**src/rtl/dmem_arbiter_if.sv**
```systemverilog
// Requester and data-memory signal bundle for dmem_arbiter.
// slave: arbiter side; master: requesters plus memory model.
interface dmem_arbiter_if #(
   parameter int DATA_WIDTH = 32,
   parameter int AW         = 10
);
   logic                  req_0;
   logic                  req_1;
   logic                  we_0;
   logic                  we_1;
   logic [AW-1:0]         addr_0;
   logic [AW-1:0]         addr_1;
   logic [DATA_WIDTH-1:0] wdata_0;
   logic [DATA_WIDTH-1:0] wdata_1;
   logic                  gnt_0;
   logic                  gnt_1;
   logic                  rvalid_0;
   logic                  rvalid_1;
   logic [DATA_WIDTH-1:0] rdata;
   logic                  busy;
   logic [AW-1:0]         mem_addr;
   logic [DATA_WIDTH-1:0] mem_write_data;
   logic                  mem_write;
   logic                  mem_read;
   logic [DATA_WIDTH-1:0] mem_dout;

   modport slave (
      input  req_0, req_1, we_0, we_1,
      input  addr_0, addr_1, wdata_0, wdata_1,
      input  mem_dout,
      output gnt_0, gnt_1, rvalid_0, rvalid_1,
      output rdata, busy,
      output mem_addr, mem_write_data,
      output mem_write, mem_read
   );

   modport master (
      output req_0, req_1, we_0, we_1,
      output addr_0, addr_1, wdata_0, wdata_1,
      output mem_dout,
      input  gnt_0, gnt_1, rvalid_0, rvalid_1,
      input  rdata, busy,
      input  mem_addr, mem_write_data,
      input  mem_write, mem_read
   );
endinterface

```
**src/rtl/dmem_arbiter.sv**
```systemverilog
// Two-requester round-robin arbiter for a single-port data memory.
// One access at a time: IDLE -> ISSUE (-> RESP for reads) -> IDLE.
module dmem_arbiter #(
   parameter int DATA_WIDTH = 32,
   parameter int MEM_DEPTH  = 1024
) (
   input logic           clk,
   input logic           RESET,
   dmem_arbiter_if.slave bus
);
   localparam int AW = $clog2(MEM_DEPTH);

   typedef enum logic [1:0] {
      IDLE  = 2'd0,
      ISSUE = 2'd1,
      RESP  = 2'd2
   } state_t;

   state_t                state_q;
   state_t                state_d;
   logic                  last_owner_q;
   logic                  we_q;
   logic [AW-1:0]         addr_q;
   logic [DATA_WIDTH-1:0] wdata_q;
   logic                  cap;
   logic                  win;

   // Winner: sole requester, else the one that did not win last time.
   assign win = (bus.req_0 & bus.req_1) ? ~last_owner_q : bus.req_1;

   // State register; reset drops any access in flight.
   always_ff @(posedge clk or negedge RESET) begin
      if (!RESET) begin
         state_q <= IDLE;
      end else begin
         state_q <= state_d;
      end
   end

   // Capture the winning command; owner doubles as last winner.
   always_ff @(posedge clk or negedge RESET) begin
      if (!RESET) begin
         last_owner_q <= 1'b1;
         we_q         <= 1'b0;
         addr_q       <= '0;
         wdata_q      <= '0;
      end else if (cap) begin
         last_owner_q <= win;
         we_q         <= win ? bus.we_1    : bus.we_0;
         addr_q       <= win ? bus.addr_1  : bus.addr_0;
         wdata_q      <= win ? bus.wdata_1 : bus.wdata_0;
      end
   end

   // Next state and state-decoded outputs.
   always_comb begin
      state_d            = state_q;
      cap                = 1'b0;
      bus.gnt_0          = 1'b0;
      bus.gnt_1          = 1'b0;
      bus.rvalid_0       = 1'b0;
      bus.rvalid_1       = 1'b0;
      bus.rdata          = '0;
      bus.busy           = (state_q != IDLE);
      bus.mem_addr       = '0;
      bus.mem_write_data = '0;
      bus.mem_write      = 1'b0;
      bus.mem_read       = 1'b0;
      unique case (state_q)
         IDLE: begin
            if (bus.req_0 | bus.req_1) begin
               cap     = 1'b1;
               state_d = ISSUE;
            end
         end
         ISSUE: begin
            bus.gnt_0          = ~last_owner_q;
            bus.gnt_1          = last_owner_q;
            bus.mem_addr       = addr_q;
            bus.mem_write_data = wdata_q;
            bus.mem_write      = we_q;
            bus.mem_read       = ~we_q;
            state_d            = we_q ? IDLE : RESP;
         end
         RESP: begin
            bus.rvalid_0 = ~last_owner_q;
            bus.rvalid_1 = last_owner_q;
            bus.rdata    = bus.mem_dout;
            state_d      = IDLE;
         end
         default: begin
            state_d = IDLE;
         end
      endcase
   end
endmodule

```
**src/flat_wrapper.sv**
```systemverilog
// flat-port wrapper written by rule: the top's interface ports become plain ports
module dmem_arbiter_flat 
#(
   parameter int DATA_WIDTH = 32,
   parameter int MEM_DEPTH  = 1024
)
  (clk, RESET, bus_req_0, bus_req_1, bus_we_0, bus_we_1, bus_addr_0, bus_addr_1, bus_wdata_0, bus_wdata_1, bus_mem_dout, bus_gnt_0, bus_gnt_1, bus_rvalid_0, bus_rvalid_1, bus_rdata, bus_busy, bus_mem_addr, bus_mem_write_data, bus_mem_write, bus_mem_read);
  dmem_arbiter_if #(.DATA_WIDTH(DATA_WIDTH), .AW((10))) bus_i ();
  input logic clk;
  input logic RESET;
  input wire logic [$bits(bus_i.req_0)-1:0] bus_req_0;
  input wire logic [$bits(bus_i.req_1)-1:0] bus_req_1;
  input wire logic [$bits(bus_i.we_0)-1:0] bus_we_0;
  input wire logic [$bits(bus_i.we_1)-1:0] bus_we_1;
  input wire logic [$bits(bus_i.addr_0)-1:0] bus_addr_0;
  input wire logic [$bits(bus_i.addr_1)-1:0] bus_addr_1;
  input wire logic [$bits(bus_i.wdata_0)-1:0] bus_wdata_0;
  input wire logic [$bits(bus_i.wdata_1)-1:0] bus_wdata_1;
  input wire logic [$bits(bus_i.mem_dout)-1:0] bus_mem_dout;
  output wire logic [$bits(bus_i.gnt_0)-1:0] bus_gnt_0;
  output wire logic [$bits(bus_i.gnt_1)-1:0] bus_gnt_1;
  output wire logic [$bits(bus_i.rvalid_0)-1:0] bus_rvalid_0;
  output wire logic [$bits(bus_i.rvalid_1)-1:0] bus_rvalid_1;
  output wire logic [$bits(bus_i.rdata)-1:0] bus_rdata;
  output wire logic [$bits(bus_i.busy)-1:0] bus_busy;
  output wire logic [$bits(bus_i.mem_addr)-1:0] bus_mem_addr;
  output wire logic [$bits(bus_i.mem_write_data)-1:0] bus_mem_write_data;
  output wire logic [$bits(bus_i.mem_write)-1:0] bus_mem_write;
  output wire logic [$bits(bus_i.mem_read)-1:0] bus_mem_read;
  assign bus_i.req_0 = bus_req_0;
  assign bus_i.req_1 = bus_req_1;
  assign bus_i.we_0 = bus_we_0;
  assign bus_i.we_1 = bus_we_1;
  assign bus_i.addr_0 = bus_addr_0;
  assign bus_i.addr_1 = bus_addr_1;
  assign bus_i.wdata_0 = bus_wdata_0;
  assign bus_i.wdata_1 = bus_wdata_1;
  assign bus_i.mem_dout = bus_mem_dout;
  assign bus_gnt_0 = bus_i.gnt_0;
  assign bus_gnt_1 = bus_i.gnt_1;
  assign bus_rvalid_0 = bus_i.rvalid_0;
  assign bus_rvalid_1 = bus_i.rvalid_1;
  assign bus_rdata = bus_i.rdata;
  assign bus_busy = bus_i.busy;
  assign bus_mem_addr = bus_i.mem_addr;
  assign bus_mem_write_data = bus_i.mem_write_data;
  assign bus_mem_write = bus_i.mem_write;
  assign bus_mem_read = bus_i.mem_read;
  dmem_arbiter #(.DATA_WIDTH(DATA_WIDTH), .MEM_DEPTH(MEM_DEPTH)) u_core (.clk(clk), .RESET(RESET), .bus(bus_i));
endmodule
```
**config.mk**
```make
export PLATFORM = sky130hd
export DESIGN_NAME = dmem_arbiter_flat
export DESIGN_NICKNAME = d
export VERILOG_FILES = /design/src/rtl/dmem_arbiter_if.sv /design/src/rtl/dmem_arbiter.sv /design/src/flat_wrapper.sv
export SDC_FILE = /design/constraint.sdc
export NUM_CORES = 1
export LEC_CHECK = 0
export BUFFER_PORTS_ARGS = -buffer_cell sky130_fd_sc_hd__clkbuf_2
export CAP_MARGIN = 20
export CELL_PAD_IN_SITES_DETAIL_PLACEMENT = 0
export CELL_PAD_IN_SITES_GLOBAL_PLACEMENT = 1
export CORE_MARGIN = 3
export CORE_UTILIZATION = 32
export CTS_CLUSTER_SIZE = 28
export DETAILED_ROUTE_END_ITERATION = 10
export HOLD_SLACK_MARGIN = 0.05
export PLACE_DENSITY_LB_ADDON = 0.05
export SLEW_MARGIN = 25
export SYNTH_ARGS = -nofsm -noshare
export SYNTH_HDL_FRONTEND = slang
export SYNTH_SLANG_ARGS = --single-unit
```
**constraint.sdc**
```tcl
create_clock -name clk -period 2 [get_ports clk]
set_clock_uncertainty 0.1 [all_clocks]
set_input_delay 0 -clock clk [delete_from_list [all_inputs] [get_ports clk]]
set_output_delay 0 -clock clk [all_outputs]
set_load 0.01 [all_outputs]
```
**Word level (Yosys, flattened, before mapping)**

Cells that the tools add are included.

- Bits in registers: 46
- Input bits: 122
- Logic and storage cells: 32
- Output and inout port bits: 81

- Reductions and logical operators: 2
- Mux-type cells: 18
- Bitwise operators: 4
- Eq/ne operators: 3

Operators by type and width:

| cell | number |
|---|---|
| $mux 32 | 3 |
| $mux 10 | 2 |
| $mux 1 | 10 |
| $mux 2 | 2 |
| $pmux 2 s2 | 1 |
| $eq 2x1->1 const B | 1 |
| $eq 2x2->1 const B | 1 |
| $logic_not 2->1 | 1 |
| $ne 2x1->1 const B | 1 |
| $not 1->1 | 2 |
| $reduce_bool 2->1 | 1 |
| $and 1x1->1 | 1 |
| $or 1x1->1 | 1 |

**Logic depth before layout (Yosys ltp)**

Gate-level depths: netlist (run 1).

- Depth after elaboration: 3
- Depth in mapped cells: 5
- Mapped depth without buffers: 3

**Worst setup path after synthesis (run 1)**

No wires, ideal clock.

- Path kind: register -> register
- Start: register u_core.last_owner_q
- End: register u_core.addr_q[0]
- Data required time: 1.775 ns
- Cell stages (with the launch flop): 6
- Arrival: 1.480 ns
- Path slack: 0.295 ns
- Path buffers: 2
- Clock period less this slack: 1.705 ns
- Setup time: 0.125 ns
- Path through: dfstp_2 a21bo_1 buf_6 buf_8 mux2_4 mux2_4

- Word-level cells in the longest chain between the ends: 3

RTL lines:

| what | line | RTL |
|---|---|---|
| start: declaration | dmem_arbiter.sv:21 | `logic last_owner_q;` |
| start signal: assignment | dmem_arbiter.sv:48 | `last_owner_q <= win;` |
| $not 1->1 | dmem_arbiter.sv:29 | `assign win = (bus.req_0 & bus.req_1) ? ~last_owner_q : bus.req_1;` |
| $mux 1 | dmem_arbiter.sv:29 |  |
| $mux 10 | dmem_arbiter.sv:50 | `addr_q <= win ? bus.addr_1 : bus.addr_0;` |
| end signal: assignment | dmem_arbiter.sv:50 |  |
| end: declaration | dmem_arbiter.sv:23 | `logic [AW-1:0] addr_q;` |

No other way between the ends.
A chain may end at the register's enable or synchronous reset.

**Worst setup path after layout (run 1)**

- Start: register u_core.state_q[1]
- End: register u_core.addr_q[9]

- Word-level cells in the longest chain between the ends: 2

RTL lines:

| what | line | RTL |
|---|---|---|
| start: declaration | dmem_arbiter.sv:19 | `state_t state_q;` |
| start signal: assignment | dmem_arbiter.sv:36 | `state_q <= state_d;` |
| $logic_not 2->1 | dmem_arbiter.sv:69 | `unique case (state_q)` |
| $mux 1 | dmem_arbiter.sv:69 |  |

No other way between the ends.

==> impl_summary.md, run 1 <==
Layout
The fraction of final layout cells sized beyond drive strength 1 is a little under 60%. The area added between synthesis and finish is 69.53%. Summing all non-filler instances in the final layout gives an area of roughly 0.0053 sq mm. The final net count is between 600 and 700. The post-route core utilization is a little under three fifths.

The total inserted antenna cells is 0. Fill cells in the final layout number ~820.

Floorplanning
For this configuration, the core starts out at a cell density of between 30% and 40%. Measured along the y axis, the die boundary spans approximately 100 um. In this run the core area contains 35 standard-cell rows. In this run the count of I/O pins placed on the die edge is approximately 200. In this run the standard cell core region covers roughly 0.0094 sq mm.

The die covers around 0.011 sq mm. Measured along the x axis, the die boundary spans 104.9 um.

CTS
The CTS buffer count is 5. The number of sinks on the clock net is 46. The root buffer cell chosen for the clock tree is sky130_fd_sc_hd__clkbuf_8. The clock latency reported for the late side of the worst-skew pair is just under 0.3 ns. Post-CTS timing repair inserted 0 buffers for setup. The clock tree from TritonCTS is done. Counting along the longest clock path gives a buffer depth of 2. The H-tree depth is 2.

Clock-pin slew was measured on the worst setup and hold paths at around 0.090 ns.

Synthesis
The mapped netlist covers ~0.0031 sq mm. The number of synthesized register bits is 46. During synthesis, Yosys emitted a total of 0 warnings. The share of the Yosys chip area taken by registers is 36.78%. Synthesis instantiated 18 different standard cells from the library.

Synthesis handed over a netlist of roughly 240 instances. The number of nets in the synthesized netlist is 361. The average cell area after synthesis is 13.11 sq um.

Drt
The iteration-0 DRC count of the detailed router is 97. Once detail routing completed, the nets flagged for antenna violations numbered 0. The number of iterations in the first detailed-routing pass is 4. Using the TritonRoute via totals, the vias-per-cell ratio works out to between 4 and 5. The remaining design rule violation count is 0. The total via count in the routed design is 2822. The detailed-route wire length per cell is ~14 um. Summed over all layers, the routed wires come to slightly above 9 mm.

GRT
The wire length of the first global-routing pass is ~15 mm. The number of antenna violations at the first check in global routing is 0. The number of global-route vias before repair is just over 3000. The largest net degree at the start of global routing is 35. Global routing used 17.23% of the available tracks across all layers. After global routing the overflow that remains totals 0.

Power
Power spread over the standard cell area amounts to around 1100 mW/mm^2. The largest vdd supply drop is 0.0004899 V. The leakage power summed over all cells is approximately 2.8 nW.

Critical path
In this run the worst path has a maximum fanout of 14. The worst register-to-register path has a setup slack of roughly 0.18 ns. For the worst setup path, the data arrival time is roughly 1.9 ns. The critical path startpoint is u_core.state_q[1]$_DFFE_PN0P_.

The endpoint class of the critical path is a register. The setup path with the least slack is of type reg -> reg. The startpoint identified for the worst register-to-register timing path is u_core.state_q[1]$_DFFE_PN0P_. At the worst endpoint, the required time is between 2 and 2.5 ns. The worst setup path is launched from a register. The worst register-to-register path has a depth of 4. The worst register-to-register path ends at u_core.addr_q[9]$_DFFE_PN0P_. The critical path ends at u_core.addr_q[9]$_DFFE_PN0P_.

Place
The congestion estimate from routability-driven global placement came to 0.7273. In this run the tool buffered the top-level ports with between 200 and 250 buffer cells. Once detailed placement completed, the half-perimeter wirelength came to between 6 and 7 mm. The post-detailed-placement cell area is 0.004310 sq mm.

Job
The max-cap check violation count is 0.

STA
Headroom to the max-slew limit came out at around three fifths. In the final timing run, aggregate negative setup slack is 0 ns. The number of hold violations in the final report is 0. The number of failing setup endpoints in the final timing report is 0. The highest attainable clock frequency is ~550 MHz. The max-slew violation total from the final report is 0.

The smallest clock period supported by the final layout is computed as 1.824 ns. The final period utilization is approximately nine tenths. Setup repair after global routing left no endpoint under its margin. The transition at the pin with the smallest max-transition slack is approximately 0.58 ns.

Hold path
The kind of path behind the tightest hold check is in -> reg.

Outcome
The flow ran to the end, and the final reports show no timing, DRC or antenna violations.
synth_stat cells, drive strengths merged:
library cell,instances,area share [%]
clkbuf,7,0.84
nor2,5,1.1
o21ai,1,0.16
dfrtp,45,36
and2,77,15
buf,10,3.9
nor2b,2,0.40
mux2,86,40
nand2b,1,0.20
a21bo,1,0.32
or2,1,0.20
dfstp,1,0.84
and2b,1,0.24
o31ai,1,0.24
power breakdown:
part | switching [W] | internal (W)
sequential | 0.000249 | 0.00142
combinational | 0.00153 | 0.00210
clock | 0.000315 | 0.000373
cells by family (layout without fill, tap and decap cells):
group,count (synthesis),count (layout),synth area share (%)
and+or+nand+nor,87,87,17.53
muxes,86,86,40.26
DFF,46,46,36.78
buffers and inverters,17,309,4.712
AOI/OAI and AO/OA,3,3,0.7188
area by class of cell:
type / instances / area [sq um] / share of cell area [%]
clock buffers: 6 / 72.57 / 1.366
clock inverters: 2 / 37.54 / 0.7067
multi-input cells: 176 / 1836 / 34.56
flip-flops and latches: 46 / 1152 / 21.70
well taps: 129 / 161.4 / 3.039
repair buffers: 301 / 2052 / 38.63
worst min path at each step:
stage               cells after the start  slack, ns      start                            end
floorplan                               0      -0.40      RESET   u_core.addr_q[0]$_DFFE_PN0P_
global placement                        1      -0.08      RESET  u_core.wdata_q[1]$_DFFE_PN0P_
detailed placement                      1      -0.07      RESET  u_core.wdata_q[1]$_DFFE_PN0P_
CTS                                     3       0.11  bus_req_0  u_core.state_q[0]$_DFFE_PN0P_
global route                            3       0.15  bus_req_0  u_core.state_q[0]$_DFFE_PN0P_
finish                                  3       0.11  bus_req_0  u_core.state_q[0]$_DFFE_PN0P_
cells in the final DEF (no fill, tap or decap), types with 4 or more instances in the layout:
cell and instances:
sky130_fd_sc_hd__buf_4 4, sky130_fd_sc_hd__buf_12 6, sky130_fd_sc_hd__clkbuf_2 202, sky130_fd_sc_hd__and2_1 77, sky130_fd_sc_hd__nor2_1 4, sky130_fd_sc_hd__clkbuf_8 5, sky130_fd_sc_hd__mux2_2 8, sky130_fd_sc_hd__dfrtp_1 45
sky130_fd_sc_hd__mux2_4 78, sky130_fd_sc_hd__dlygate4sd3_1 89
stage by stage:
step	cells	hold WS [ns]	setup slack, ns	power, W
floorplan	239	-0.3956	0.2946	0.004069
global placement	563	-0.07723	0.2210	0.005199
detailed placement	563	-0.06717	0.1727	0.005237
CTS	660	0.1056	0.1630	0.006085
global route	660	0.1510	0.08940	0.006430
finish	660	0.1112	0.1764	0.005991
registers in the layout (all words and copies together) (netlist names):
register	flops
u_core.we_q	1
u_core.wdata_q	32
u_core.addr_q	10
u_core.state_q	2
u_core.last_owner_q	1
worst max-delay path: stages, from the launching register on:
cell and delay [ns]:
sky130_fd_sc_hd__dfrtp_1 0.41, sky130_fd_sc_hd__or2_0 0.36, sky130_fd_sc_hd__nor2_8 0.31, sky130_fd_sc_hd__buf_12 0.21, sky130_fd_sc_hd__mux2_4 0.31
timing repair:
action                                 CTS  global route
hold buffers                            89             0
endpoints found under the hold margin   89             0
gates resized for setup                  0             0
routing by layer:
| layer | vias to the layer above | global-route usage (%) | share of wire [%] |
|---|---|---|---|
| met3 | 8 | 4.200 | 7.1 |
| met1 | 1305 | 19.63 | 39 |
| met5 | - | 0 | 0 |
| met4 | 0 | 3.468 | 1.0 |
| met2 | 129 | 32.45 | 52 |
| li1 | 1380 | - | - |
Power figures use the tool's default switching activity.
==> inputs of run 2 (changes only) <==
CORE_MARGIN = unset   (was 3)
==> impl_summary.md, run 2 (synthesized netlist as in run 1, its figures left out) <==
CTS
The root buffer selected by CTS is sky130_fd_sc_hd__clkbuf_8. The H-tree depth was 2 (unchanged). The clock latency reported for the late side of the worst-skew pair is 0.30 ns (about the same).

The clock tree from TritonCTS is done. The number of sinks on the clock net is 46 (unchanged). The clock edge transition at the registers on the reported setup and hold paths is 0.09 ns (about the same).

The buffer levels on the longest clock path is 2 (unchanged). The number of post-CTS setup repair buffers is 0 (unchanged). The CTS buffer count was 5 (unchanged).

STA
The transition at the pin with the smallest max-transition slack was 0.6587 ns (+0.07412 ns). The post-route setup TNS is 0 ns (unchanged). The smallest setup slack after layout is 0.1441 ns (-0.03229 ns). The final period utilization is 92.80% (+1.6 points). Setup repair after global routing left no endpoint under its margin.

The highest attainable clock frequency is 538.8 MHz (-1.7%). The relative slew slack was 56.09% (-4.9 points). The number of hold violations in the final report is 0 (unchanged). The number of failing setup endpoints in the final timing report is 0 (unchanged). The worst slack on hold paths is 0.1501 ns (+0.03887 ns). The shortest period the worst path allows came to 1.856 ns (+0.03229 ns). The max-slew violation total from the final report is 0 (unchanged).

Drt
The final wirelength is 8.887 mm (-4.4%). The antenna violation net count after detailed routing is 0 (unchanged). The detailed-route wire length per cell was 13.49 um (-4.3%). The via-per-instance ratio is 4.340 (+1.5%). The iteration-0 DRC count of the detailed router was 39 (-60%).

The number of iterations in the first detailed-routing pass is 4 (unchanged). The total via count in the routed design is 2860 (+1.3%). The remaining design rule violation count is 0 (unchanged).

Layout
Leaving out fill and tap cells, the most frequent cell in the layout is sky130_fd_sc_hd__clkbuf_2. The register with the most flip-flops is u_core.wdata_q. The final net count is 651 (-0.15%). The post-route core utilization is 56.44% (-0.24 points). The largest registers in the layout are u_core.wdata_q: 32 flops, u_core.addr_q: 10 flops, u_core.state_q: 2 flops. The count of fill cells added during filler insertion is 853 (+3.6%).

The number of flip-flops under the largest register name was 32 (unchanged). The fraction of final layout cells sized beyond drive strength 1 is 58.30% (+0.11 points). In the layout the commonest cells are sky130_fd_sc_hd__clkbuf_2, sky130_fd_sc_hd__dlygate4sd3_1, sky130_fd_sc_hd__mux2_4, sky130_fd_sc_hd__and2_1, sky130_fd_sc_hd__dfrtp_1. The register area is 0.001152 sq mm (unchanged). The total inserted antenna cells is 0 (unchanged). The total area of multi-input combinational cells is 0.001836 sq mm (unchanged). From synthesis to final layout, the design area changed by 68.81%.

Critical path
The depth of the worst register-to-register path is 4 (unchanged). The capture point of the worst reg-to-reg path is u_core.wdata_q[5]$_DFFE_PN0P_. The data required time at the worst endpoint came to 2.09 ns (about the same). The kind of critical path is reg -> reg. The largest fanout of any net on the critical path is 27 (+13). The startpoint identified for the worst register-to-register timing path is u_core.last_owner_q$_DFFE_PN1P_. The kind of launch point of the worst setup path is a register. In this run the worst setup path begins at u_core.last_owner_q$_DFFE_PN1P_. STA classifies the critical path endpoint as a register.

The data arrival time of the critical path is 1.95 ns (+0.05 ns). The setup slack of the worst register-to-register path is 0.14 ns (-0.03 ns). The end point of the critical path is u_core.wdata_q[5]$_DFFE_PN0P_.

Place
The weighted congestion at the end of routability-driven global placement is 0.6720 (-7.6%). The total half-perimeter wirelength after legalization and detailed placement is 5.963 mm (-6.8%). The number of port buffers is 202 (unchanged). The worst slack at placement came to 0.1512 ns (-0.02149 ns).

Floorplanning
The overall die area was 0.01019 sq mm (-7.5%). The height of the die is 100.9 um (-3.8%). The number of top-level design ports was 203 (unchanged).

The cell row count was 35 (unchanged). The effective utilization at floorplan came to 33.43% (unchanged). The core outline area is 0.009371 sq mm (unchanged). The horizontal die dimension is 100.9 um (-3.8%).

Hold path
The kind of path behind the tightest hold check is in -> async.

Power
The largest vdd supply drop is 0.0006262 V (+28%). The power after layout was 0.005872 W (-2.0%). The power per unit of standard cell area is 1110 mW/mm^2 (-1.6%). The leakage power summed over all cells is 2.828 nW (-0.33%).

Outcome
The run finished with clean final reports.

GRT
The global route total overflow came to 0 (unchanged). The wire length of the first global-routing pass is 13.33 mm (-14%). The number of antenna violations at the first check in global routing was 0 (unchanged). The largest net degree at the start of global routing was 35 (unchanged). The number of global-route vias before repair is 2815 (-8.5%).

The overall routing resource usage came to 17.09% (-0.14 points).

Job
The max-cap check violation count came to 0 (unchanged).
-- run 2: cell types whose count changed in the layout (fill, tap and decap cells not counted) --
cell | before | now
sky130_fd_sc_hd__buf_4 | 4 | 3
sky130_fd_sc_hd__bufinv_16 | 1 | 0
sky130_fd_sc_hd__clkinv_2 | 0 | 1
sky130_fd_sc_hd__clkbuf_1 | 1 | 0
sky130_fd_sc_hd__clkbuf_8 | 5 | 6
-- run 2: worst min path at each step --
stage                     depth (start not counted)                              end  slack (ns)
final                                             2    u_core.wdata_q[4]$_DFFE_PN0P_        0.15
after global routing                              4  u_core.last_owner_q$_DFFE_PN1P_        0.17
after CTS                                         4  u_core.last_owner_q$_DFFE_PN1P_        0.15
after detailed placement                          1    u_core.wdata_q[4]$_DFFE_PN0P_       -0.03
after global placement                            1    u_core.wdata_q[4]$_DFFE_PN0P_       -0.03
after floorplan                                   0     u_core.addr_q[0]$_DFFE_PN0P_       -0.40
-- run 2: critical path, stage by stage (launching register included) --
cell and delay [ns]:
sky130_fd_sc_hd__dfstp_2 0.57, sky130_fd_sc_hd__a21bo_2 0.19, sky130_fd_sc_hd__buf_12 0.24, sky130_fd_sc_hd__mux2_2 0.37, sky130_fd_sc_hd__mux2_2 0.26
-- run 2: layer usage --
metal  GRT usage, %  up-vias  share of wire (%)
li1               -     1375                  -
met1          17.41     1350                 37
met2          34.88      122                 55
met3          3.051       13                5.7
met4          4.905        0                1.9
met5              0        -                  0
-- run 2: layout make-up --
| cell class | count | area share (%) |
|---|---|---|
| timing repair buffer | 300 | 38.66 |
| multi-input combinational | 176 | 34.71 |
| sequential | 46 | 21.79 |
| tap | 129 | 3.052 |
| clock buffer | 6 | 1.561 |
| clock inverter | 2 | 0.2366 |
-- run 2: repair_timing --
item	CTS	global route
hold buffers	89	0
endpoints found under the hold margin	67	0
resized for setup	0	0
-- run 2: per-stage QoR --
step	std cells	area, sq um
6_report	659	5289
5_1_grt	659	5289
4_1_cts	659	5289
3_5_place_dp	562	4303
3_3_place_gp	562	4303
2_1_floorplan	239	3133
-- run 2: where the power goes --
group	internal [W]	total [W]	switching, W
Clock	0.000278	0.000604	0.000325
Combinational	0.00209	0.00361	0.00152
Sequential	0.00142	0.00166	0.000238
==> inputs of run 3 (changes only) <==
RECOVER_POWER = 100   (was unset)
==> impl_summary.md, run 3 (synthesized netlist as in run 1, its figures left out) <==
Outcome
The run finished with clean final reports.

Power
The clock network fraction of design power came to 10.9% (+0.6 points). The switching share of power is 37.08% (+1.6 points). The part of the total power dissipated in combinational logic is 59.1% (-2.4 points). The cell-internal power is 0.003469 W (-8.5%). The largest vdd supply drop was 0.0006028 V (-3.7%). The switching power of the nets is 0.002044 W (-1.8%). The part of the power in registers came to 30.0% (+1.8 points). The power per unit of standard cell area was 1078 mW/mm^2 (-2.9%).

The leakage power summed over all cells was 2.548 nW (-9.9%).

CTS
The clock latency reported for the late side of the worst-skew pair is 0.29 ns (about the same). TritonCTS built the clock tree. The cell sitting at the root of the clock tree is a sky130_fd_sc_hd__clkbuf_8.

The H-tree depth is 2 (unchanged). The CTS buffer count is 5 (unchanged). The number of sinks on the clock net is 46 (unchanged). The clock edge transition at the registers on the reported setup and hold paths is 0.09 ns (about the same). The buffer levels on the longest clock path was 2 (unchanged).

Layout
The number of flip-flops under the largest register name came to 32 (unchanged). The total inserted antenna cells is 0 (unchanged). The largest registers in the layout are u_core.wdata_q: 32 flops, u_core.addr_q: 10 flops, u_core.state_q: 2 flops. The post-route cell area is 0.005115 sq mm (-3.3%). Compared with the post-synthesis result, the final layout area differs by 63.26%. In the layout the commonest cells are sky130_fd_sc_hd__clkbuf_2, sky130_fd_sc_hd__dlygate4sd3_1, sky130_fd_sc_hd__mux2_4, sky130_fd_sc_hd__dfrtp_1. The register with the most flip-flops is u_core.wdata_q. The fraction of final layout cells sized beyond drive strength 1 came to 45.66% (-13 points). The final net count came to 651 (unchanged). Leaving out fill and tap cells, the most frequent cell in the layout is sky130_fd_sc_hd__clkbuf_2. The post-route core utilization is 54.58% (-1.9 points).

Place
The weighted congestion at the end of routability-driven global placement is 0.6720 (unchanged). The post-detailed-placement cell area is 0.004303 sq mm (unchanged). The number of port buffers is 202 (unchanged). The total half-perimeter wirelength after legalization and detailed placement is 5.963 mm (unchanged).

Drt
The via-per-instance ratio is 4.328 (-0.28%). The number of iterations in the first detailed-routing pass is 4 (unchanged). The remaining design rule violation count is 0 (unchanged). The final wirelength is 8.914 mm (+0.30%). The iteration-0 DRC count of the detailed router is 29 (-26%). The total via count in the routed design was 2852 (-0.28%). The antenna violation net count after detailed routing is 0 (unchanged).

The detailed-route wire length per cell came to 13.53 um (+0.30%).

Floorplanning
The horizontal die dimension is 100.9 um (unchanged). The effective utilization at floorplan was 33.43% (unchanged). The core outline area is 0.009371 sq mm (unchanged).

The number of top-level design ports is 203 (unchanged). The overall die area is 0.01019 sq mm (unchanged). The height of the die is 100.9 um (unchanged). The cell row count came to 35 (unchanged).

Critical path
The depth of the worst register-to-register path was 4 (unchanged). The endpoint class of the critical path is a register. In this run the critical register-to-register path is captured at u_core.wdata_q[5]$_DFFE_PN0P_. The data required time at the worst endpoint is 2.09 ns (about the same). The critical path goes through a21bo_1 -> buf_12 -> mux2_2 -> mux2_2.

The kind of launch point of the worst setup path is a register. The data arrival time of the critical path is 1.96 ns (about the same). The most repeated library cell on the critical path is sky130_fd_sc_hd__mux2_2. The kind of critical path is reg -> reg. The worst reg2reg path startpoint is u_core.last_owner_q$_DFFE_PN1P_. The cell with the largest stage delay on the worst path is sky130_fd_sc_hd__dfstp_2.

The peak per-stage delay on the critical path is 0.58 ns (about the same). The largest fanout of any net on the critical path was 27 (unchanged). The setup slack of the worst register-to-register path was 0.13 ns (about the same).

GRT
The global route total overflow is 0 (unchanged). The number of antenna violations at the first check in global routing is 0 (unchanged). The wire length of the first global-routing pass is 13.33 mm (unchanged). The overall routing resource usage came to 17.09% (unchanged). The largest net degree at the start of global routing is 35 (unchanged).

The number of global-route vias before repair was 2815 (unchanged).

STA
The shortest period the worst path allows is 1.869 ns (+0.01340 ns). The transition at the pin with the smallest max-transition slack is 1.422 ns (+0.7635 ns). The max-slew violation total from the final report is 0 (unchanged). The number of failing setup endpoints in the final timing report is 0 (unchanged). The number of hold violations in the final report was 0 (unchanged). The highest attainable clock frequency is 535.0 MHz (-0.72%). Setup repair after global routing left no endpoint under its margin. The relative slew slack came to 5.189% (-51 points). The final period utilization was 93.47% (+0.67 points). The post-route setup TNS is 0 ns (unchanged).

Hold path
The instance count along the most critical hold path is 4. The startpoint identified for the worst hold timing path is bus_req_0. For hold timing, the worst endpoint is u_core.wdata_q[29]$_DFFE_PN0P_.

The kind of path behind the tightest hold check is in -> reg.

Job
The max-cap check violation count came to 0 (unchanged).
==> run 3: metal layers <==
metal	vias up	part of all wire [%]	global-route usage (%)
li1	1375	-	-
met1	1342	37	17.41
met2	122	55	34.88
met3	13	5.8	3.051
met4	0	1.9	4.905
met5	-	0	0
==> run 3: worst max-delay path, delay by kind of cell (launching register included) <==
family,cells,cell delay (ns)
flops,1,0.58
buf+inv,1,0.23
mux,2,0.62
compound gates,1,0.21
==> run 3: repair_timing <==
item                                    4_1_cts  5_1_grt
hold endpoints to repair                     67        0
hold buffers                                 89        0
gates resized for setup                       0        0
endpoints found under the setup margin        0        0
setup buffers                                 0        0
==> run 3: worst max path at each step <==
| stage | from | end | slack, ns | depth (start not counted) |
|---|---|---|---|---|
| floorplan | u_core.last_owner_q$_DFFE_PN1P_ | u_core.addr_q[0]$_DFFE_PN0P_ | 0.29 | 5 |
| global placement | u_core.last_owner_q$_DFFE_PN1P_ | u_core.wdata_q[6]$_DFFE_PN0P_ | 0.19 | 4 |
| detailed placement | u_core.last_owner_q$_DFFE_PN1P_ | u_core.wdata_q[7]$_DFFE_PN0P_ | 0.15 | 4 |
| CTS | u_core.last_owner_q$_DFFE_PN1P_ | u_core.wdata_q[7]$_DFFE_PN0P_ | 0.14 | 4 |
| global route | u_core.state_q[1]$_DFFE_PN0P_ | u_core.addr_q[5]$_DFFE_PN0P_ | 0.05 | 4 |
| finish | u_core.last_owner_q$_DFFE_PN1P_ | u_core.wdata_q[5]$_DFFE_PN0P_ | 0.13 | 4 |
==> run 3: area by class of cell <==
type	count	area (sq um)
Multi-Input combinational cell	176	1735
Clock inverter	2	12.51
Fill cell	911	4257
Sequential cell	46	1152
Tap cell	129	161.4
Timing Repair Buffer	300	1971
Clock buffer	6	82.58
==> run 3: metrics by stage <==
stage | setup slack (ns) | power (W) | instances | hold WS, ns
floorplan | 0.2946 | 0.004069 | 239 | -0.3956
finish | 0.1307 | 0.005513 | 659 | 0.1854
global placement | 0.1862 | 0.005186 | 562 | -0.02972
global route | 0.05470 | 0.005903 | 659 | 0.1935
detailed placement | 0.1512 | 0.005194 | 562 | -0.02916
CTS | 0.1393 | 0.005953 | 659 | 0.1532
==> run 3: power by group through the flow <==
stage               combinational, W  sequential [W]  clock (W)
global placement             0.00352         0.00166          0
global route                 0.00352         0.00172   0.000665
floorplan                    0.00247         0.00160          0
finish                       0.00326         0.00165   0.000601
CTS                          0.00367         0.00166   0.000621
detailed placement           0.00352         0.00167          0
